`config.mk`:
```
export PLATFORM = sky130hd
export DESIGN_NAME = traffic_light_xing
export DESIGN_NICKNAME = d
export VERILOG_FILES = /design/src/rtl/traffic_light_pkg.sv /design/src/rtl/tl_phase_timer.sv /design/src/rtl/traffic_light_xing.sv
export SDC_FILE = /design/constraint.sdc
export NUM_CORES = 1
export LEC_CHECK = 0
export CAP_MARGIN = 5
export CORE_ASPECT_RATIO = 1.5
export CORE_MARGIN = 4
export CORE_UTILIZATION = 44
export DETAILED_ROUTE_END_ITERATION = 8
export PLACE_DENSITY = 0.7
export SETUP_SLACK_MARGIN = 0.02
export SYNTH_ARGS = -nofsm -noshare
export SYNTH_HDL_FRONTEND = slang
export SYNTH_SLANG_ARGS = --single-unit
```
`constraint.sdc`:
```
create_clock -name clk -period 3.7 [get_ports clk]
set_clock_uncertainty 0.15 [all_clocks]
set_input_delay 0.74 -clock clk [delete_from_list [all_inputs] [get_ports clk]]
set_output_delay 0.74 -clock clk [all_outputs]
set_load 0.05 [all_outputs]
```
`src/rtl/traffic_light_pkg.sv`:
```
// traffic_light_pkg: phase codes, phase ring, phase lengths and lamp decode for the crossing controller
package traffic_light_pkg;

    typedef enum logic [2:0] {
        ALL_RED_B = 3'd0,
        NS_GREEN  = 3'd1,
        NS_YELLOW = 3'd2,
        ALL_RED_A = 3'd3,
        EW_GREEN  = 3'd4,
        EW_YELLOW = 3'd5,
        FLASH     = 3'd6
    } phase_e;

    typedef struct packed {
        logic ns_r;
        logic ns_y;
        logic ns_g;
        logic ew_r;
        logic ew_y;
        logic ew_g;
    } lamps_t;

    function automatic phase_e next_phase(phase_e p);
        case (p)
            ALL_RED_B: return NS_GREEN;
            NS_GREEN:  return NS_YELLOW;
            NS_YELLOW: return ALL_RED_A;
            ALL_RED_A: return EW_GREEN;
            EW_GREEN:  return EW_YELLOW;
            default:   return ALL_RED_B;
        endcase
    endfunction

    function automatic int phase_len(phase_e p, int green_t, int yellow_t, int allred_t, int flash_t);
        case (p)
            NS_GREEN, EW_GREEN:   return green_t;
            NS_YELLOW, EW_YELLOW: return yellow_t;
            FLASH:                return flash_t;
            default:              return allred_t;
        endcase
    endfunction

    // In FLASH only the two yellows may be lit, both following flash_on.
    function automatic lamps_t lamp_decode(phase_e p, logic flash_on);
        lamps_t l;
        l.ns_g = p == NS_GREEN;
        l.ns_y = p == NS_YELLOW || (p == FLASH && flash_on);
        l.ns_r = !(p == NS_GREEN || p == NS_YELLOW || p == FLASH);
        l.ew_g = p == EW_GREEN;
        l.ew_y = p == EW_YELLOW || (p == FLASH && flash_on);
        l.ew_r = !(p == EW_GREEN || p == EW_YELLOW || p == FLASH);
        return l;
    endfunction

endpackage

```
`src/rtl/tl_phase_timer.sv`:
```
// tl_phase_timer: loadable down-counter holding the cycles left in the current phase
module tl_phase_timer #(
    parameter int CNT_W   = 8,
    parameter int RST_VAL = 3
) (
    input  logic             clk,
    input  logic             rst,
    input  logic             load_i,
    input  logic [CNT_W-1:0] load_val_i,
    output logic [CNT_W-1:0] count_o,
    output logic             last_o
);

    logic [CNT_W-1:0] count_q;

    // Load wins over decrement; the controller always loads on the last cycle so 0 is never reached.
    always_ff @(posedge clk or posedge rst) begin
        if (rst) count_q <= CNT_W'(RST_VAL);
        else     count_q <= load_i ? load_val_i : count_q - CNT_W'(1);
    end

    assign count_o = count_q;
    assign last_o  = count_q == CNT_W'(1);

endmodule

```
`src/rtl/traffic_light_xing.sv`:
```
// traffic_light_xing: two-approach intersection controller with all-red clearance, request shortening and flash mode
module traffic_light_xing
    import traffic_light_pkg::*;
#(
    parameter int CNT_W    = 8,
    parameter int GREEN_T  = 60,
    parameter int YELLOW_T = 5,
    parameter int ALLRED_T = 3,
    parameter int SHORT_T  = 10,
    parameter int FLASH_T  = 4
) (
    input  logic             clk,
    input  logic             rst,
    input  logic             req_ns,
    input  logic             req_ew,
    input  logic             flash_en,
    output logic [CNT_W-1:0] count,
    output phase_e           phase,
    output logic             ns_red,
    output logic             ns_yellow,
    output logic             ns_green,
    output logic             ew_red,
    output logic             ew_yellow,
    output logic             ew_green
);

    if (GREEN_T < 1 || YELLOW_T < 1 || ALLRED_T < 1 || SHORT_T < 1 || FLASH_T < 1 ||
        GREEN_T >= (1 << CNT_W) || YELLOW_T >= (1 << CNT_W) || ALLRED_T >= (1 << CNT_W) ||
        SHORT_T >= (1 << CNT_W) || FLASH_T >= (1 << CNT_W) || SHORT_T >= GREEN_T) begin : g_bad_params
        $error("traffic_light_xing: illegal phase length parameters");
    end

    phase_e           phase_q, phase_d;
    lamps_t           lamps_q;
    logic             flash_on_q, flash_on_d;
    logic             pend_ns_q, pend_ns_d, pend_ew_q, pend_ew_d;
    logic             load, last, shorten;
    logic [CNT_W-1:0] load_val;

    tl_phase_timer #(.CNT_W(CNT_W), .RST_VAL(ALLRED_T)) u_timer (
        .clk       (clk),
        .rst       (rst),
        .load_i    (load),
        .load_val_i(load_val),
        .count_o   (count),
        .last_o    (last)
    );

    // A pending (or same-cycle) request for the other approach cuts a long green down to SHORT_T once.
    assign shorten = ((phase_q == NS_GREEN && (pend_ew_q || req_ew)) ||
                      (phase_q == EW_GREEN && (pend_ns_q || req_ns))) && int'(count) > SHORT_T + 1;

    // Next phase and timer load: flash entry/exit first, then phase expiry, then shortening.
    always_comb begin
        phase_d    = phase_q;
        flash_on_d = flash_on_q;
        load       = 1'b0;
        load_val   = '0;
        if (flash_en && phase_q != FLASH) begin
            phase_d    = FLASH;
            flash_on_d = 1'b1;
            load       = 1'b1;
            load_val   = CNT_W'(FLASH_T);
        end else if (phase_q == FLASH && !flash_en) begin
            phase_d  = ALL_RED_B;
            load     = 1'b1;
            load_val = CNT_W'(ALLRED_T);
        end else if (phase_q == FLASH) begin
            flash_on_d = flash_on_q ^ last;
            load       = last;
            load_val   = CNT_W'(FLASH_T);
        end else if (last) begin
            phase_d  = next_phase(phase_q);
            load     = 1'b1;
            load_val = CNT_W'(phase_len(phase_d, GREEN_T, YELLOW_T, ALLRED_T, FLASH_T));
        end else if (shorten) begin
            load     = 1'b1;
            load_val = CNT_W'(SHORT_T);
        end
    end

    // Requests latch unless their own approach is green or the crossing is flashing; entering green clears them.
    always_comb begin
        pend_ns_d = (phase_d == NS_GREEN && phase_q != NS_GREEN) ? 1'b0 :
                    pend_ns_q | (req_ns && phase_q != NS_GREEN && phase_q != FLASH);
        pend_ew_d = (phase_d == EW_GREEN && phase_q != EW_GREEN) ? 1'b0 :
                    pend_ew_q | (req_ew && phase_q != EW_GREEN && phase_q != FLASH);
    end

    // Phase, request latches and lamps registered together so lamps never lag the phase.
    always_ff @(posedge clk or posedge rst) begin
        if (rst) begin
            phase_q    <= ALL_RED_B;
            lamps_q    <= lamp_decode(ALL_RED_B, 1'b0);
            flash_on_q <= 1'b0;
            pend_ns_q  <= 1'b0;
            pend_ew_q  <= 1'b0;
        end else begin
            phase_q    <= phase_d;
            lamps_q    <= lamp_decode(phase_d, flash_on_d);
            flash_on_q <= flash_on_d;
            pend_ns_q  <= pend_ns_d;
            pend_ew_q  <= pend_ew_d;
        end
    end

    assign phase     = phase_q;
    assign ns_red    = lamps_q.ns_r;
    assign ns_yellow = lamps_q.ns_y;
    assign ns_green  = lamps_q.ns_g;
    assign ew_red    = lamps_q.ew_r;
    assign ew_yellow = lamps_q.ew_y;
    assign ew_green  = lamps_q.ew_g;

endmodule

```
==> impl_metrics.tcl <==
set metrics [dict create \
    grt_overflow 0 \
    max_cap_violations 0 \
    first_global_vias 952 \
    initial_core_util 0.460 \
    rsz0062_at_grt "false" \
    htree_levels 1 \
    numCtsBuffers 3 \
    synth_xor_area_frac 0.0778 \
    postRouteAntennaNets 0 \
    synth-async-reset-ratio 1.00 \
    grt_antenna_before_repair 0 \
    synthesis.nets 125 \
    largest_reg_flops 8 \
    io_buffers 21 \
    setup_viol 0 \
    synth-edff-count 0 \
    synthTopCellsByArea "dfrtp_1, dfstp_2, xnor2_1" \
    clk_pin_slew_ns 0.11 \
    die-area_um2 3450 \
    synth_top_area_cell "dfrtp_1" \
    endpoint_kind "output pin" \
    ir_drop_uv 435 \
    reg2reg_slack_ns 1.60 \
    fmax_mhz 365 \
    antenna_cells 0 \
    min_path_cells 2 \
    crit_family "buffers and inverters" \
    worstSetupPathType "flip-flop to output pin" \
    relSlewSlack 0.497 \
    synth_cells 118 \
    synth.distinct_cells 39 \
    period_share 0.741 \
    floorplan.rows 22 \
    area_delta_synth_final_pct 23.0 \
    clock_sinks 20 \
    synth_top_family_by_area "simple AND/OR/NAND/NOR gates" \
    arrival_ns 1.85 \
    core_area_um2 2450 \
    ios 22 \
    tns_ns 0 \
    cpMaxStageDelayCell "clkdlybuf4s50_1" \
    synthAdderAreaFrac 0.0222 \
    min_path_type "flip-flop to flip-flop" \
    powerDensity_nw_per_um2 966 \
    grt_use_total 0.148 \
    grt_max_degree 21 \
    final_hold_viol_count 0 \
    place.gp.congestion 0.816 \
    slowest_delay_ns 0.90 \
    via_per_inst 5.73 \
    status "completed" \
    synth-seq-cells 20 \
    path_cells "clkdlybuf4s50_1" \
    drtIter0Drc 38 \
    worst_hold_slack_ns 0.428 \
    yosysSeqAreaShare 0.449 \
    drive_above_1_share 0.117 \
    hpwl_mm 1.75 \
    grt_pass1_wl_mm 4.11 \
    syn_area_um2 1130 \
    dieWidth_um 49.3 \
    synth-compound-area-share 0.194 \
    period_needed_ns 2.74 \
    layout.nets 145 \
    root_buffer "clkbuf_4" \
    r2r_cells 5 \
    post_cts_resized 0 \
    leakage_nw 0.572 \
    muxShareOfSynthArea 0 \
    crit_path_max_fanout 15 \
    die_h_um 70.0 \
    startpoint_type "flip-flop" \
    tritoncts "done" \
    route.detailed.drc 0 \
    avgSynthCellArea_um2 9.54 \
    firstDrtPassIters 5 \
    yosys.area_share.simple 0.207 \
    slew_viol_final 0 \
    routedWlPerCell_um 14.8 \
    worst_pin_slew_ns 0.754 \
    yosys.area.top_type_share 0.356 \
    clk_latency_ns 0.30 \
    wirelength_mm 2.38 \
    vias 922 \
    postCtsSetupBuffers 0 \
    yosys_most_used_dff "dfrtp_1" \
    cp.depth 1 \
    required_ns 2.81 \
    hold_buffers 0 \
    cts_max_path_buffers 2 \
    ys_warn_count 0 \
    crit_buf_inv 1 \
]
## where the power goes
part,total (mW),switching (mW),leakage [nW],internal (mW)
Clock,0.176,0.0667,0.0279,0.110
Sequential,0.394,0.0966,0.235,0.297
Combinational,0.768,0.472,0.310,0.296
Total,1.34,0.635,0.572,0.703
## routing by layer
metal	GRT usage	vias up	part of all wire
met1	0.165	442	0.41
met2	0.278	27	0.53
met3	0.0128	5	0.037
met4	0.0633	0	0.016
li1	-	448	-
met5	0	-	0
## area by class of cell
cell class,count,area (um2)
multi-input cells,86,564
fillers,219,1060
flip-flops and latches,20,505
well taps,24,30.0
repair buffers,21,210
clock inverters,1,30.0
inverters,6,22.5
clock buffers,3,22.5
## worst register-to-register path, stage by stage, from the launching register on
cell and delay, ns:
dfrtp_1 0.65, or3b_1 0.42, o32a_2 0.25, o211ai_4 0.29
nand3_2 0.13, o21a_1 0.12
## synth_stat cells, types with 2 or more instances
cell	n
a21oi_1	11
nand2_1	8
nor3_1	3
o22ai_1	2
ha_1	2
nand3_2	2
xnor2_1	7
xor2_1	3
clkbuf_1	3
nor2_1	16
and3_1	3
nand3_1	2
o21ai_0	6
dfstp_2	4
dfrtp_1	16
inv_1	6
o211ai_1	2
## cell families after synthesis
group | Yosys count
AND/OR/NAND/NOR | 43
AO/OA/AOI/OAI | 31
flip-flops | 20
buffers and inverters | 12
adder cells (fa/ha/maj) | 2
XOR/XNOR | 10
## stage by stage
step	std cells	area (um2)	power, mW	setup WS, ns	utilization
2_1_floorplan	118	1130	0.971	1.60	-
3_3_place_gp	157	1330	1.15	1.26	0.544
3_5_place_dp	157	1330	1.16	1.20	0.544
4_1_cts	161	1390	1.35	0.961	0.565
5_1_grt	161	1390	1.42	0.895	0.565
6_report	161	1390	1.34	0.960	0.565
## cells in the final DEF (no fill, tap or decap), types with 3 or more instances in the layout
master           synthesis  layout
xor2_1                   3       3
inv_1                    6       6
nor3_1                   3       3
nand2_1                  8       8
dfrtp_1                 16      16
clkdlybuf4s50_1          0      21
and3_1                   3       3
a21oi_1                 11      11
dfstp_2                  4       4
clkbuf_4                 0       3
o21ai_0                  6       6
nor2_1                  16      16
xnor2_1                  7       7
## path summary, 6_finish.rpt
check / from / to
min in group asynchronous: rst / ns_yellow$_DFF_PP0_
setup / recovery: phase[0]$_DFF_PP0_ / phase[0]
hold reg to reg: pend_ew_q$_DFF_PP0_ / pend_ew_q$_DFF_PP0_
setup reg to reg: phase[0]$_DFF_PP0_ / u_timer.count_o[2]$_DFF_PP0_
hold / removal: pend_ew_q$_DFF_PP0_ / pend_ew_q$_DFF_PP0_
max in group asynchronous: rst / u_timer.count_o[3]$_DFF_PP0_
No activity file was read; power rests on OpenSTA's default activity.
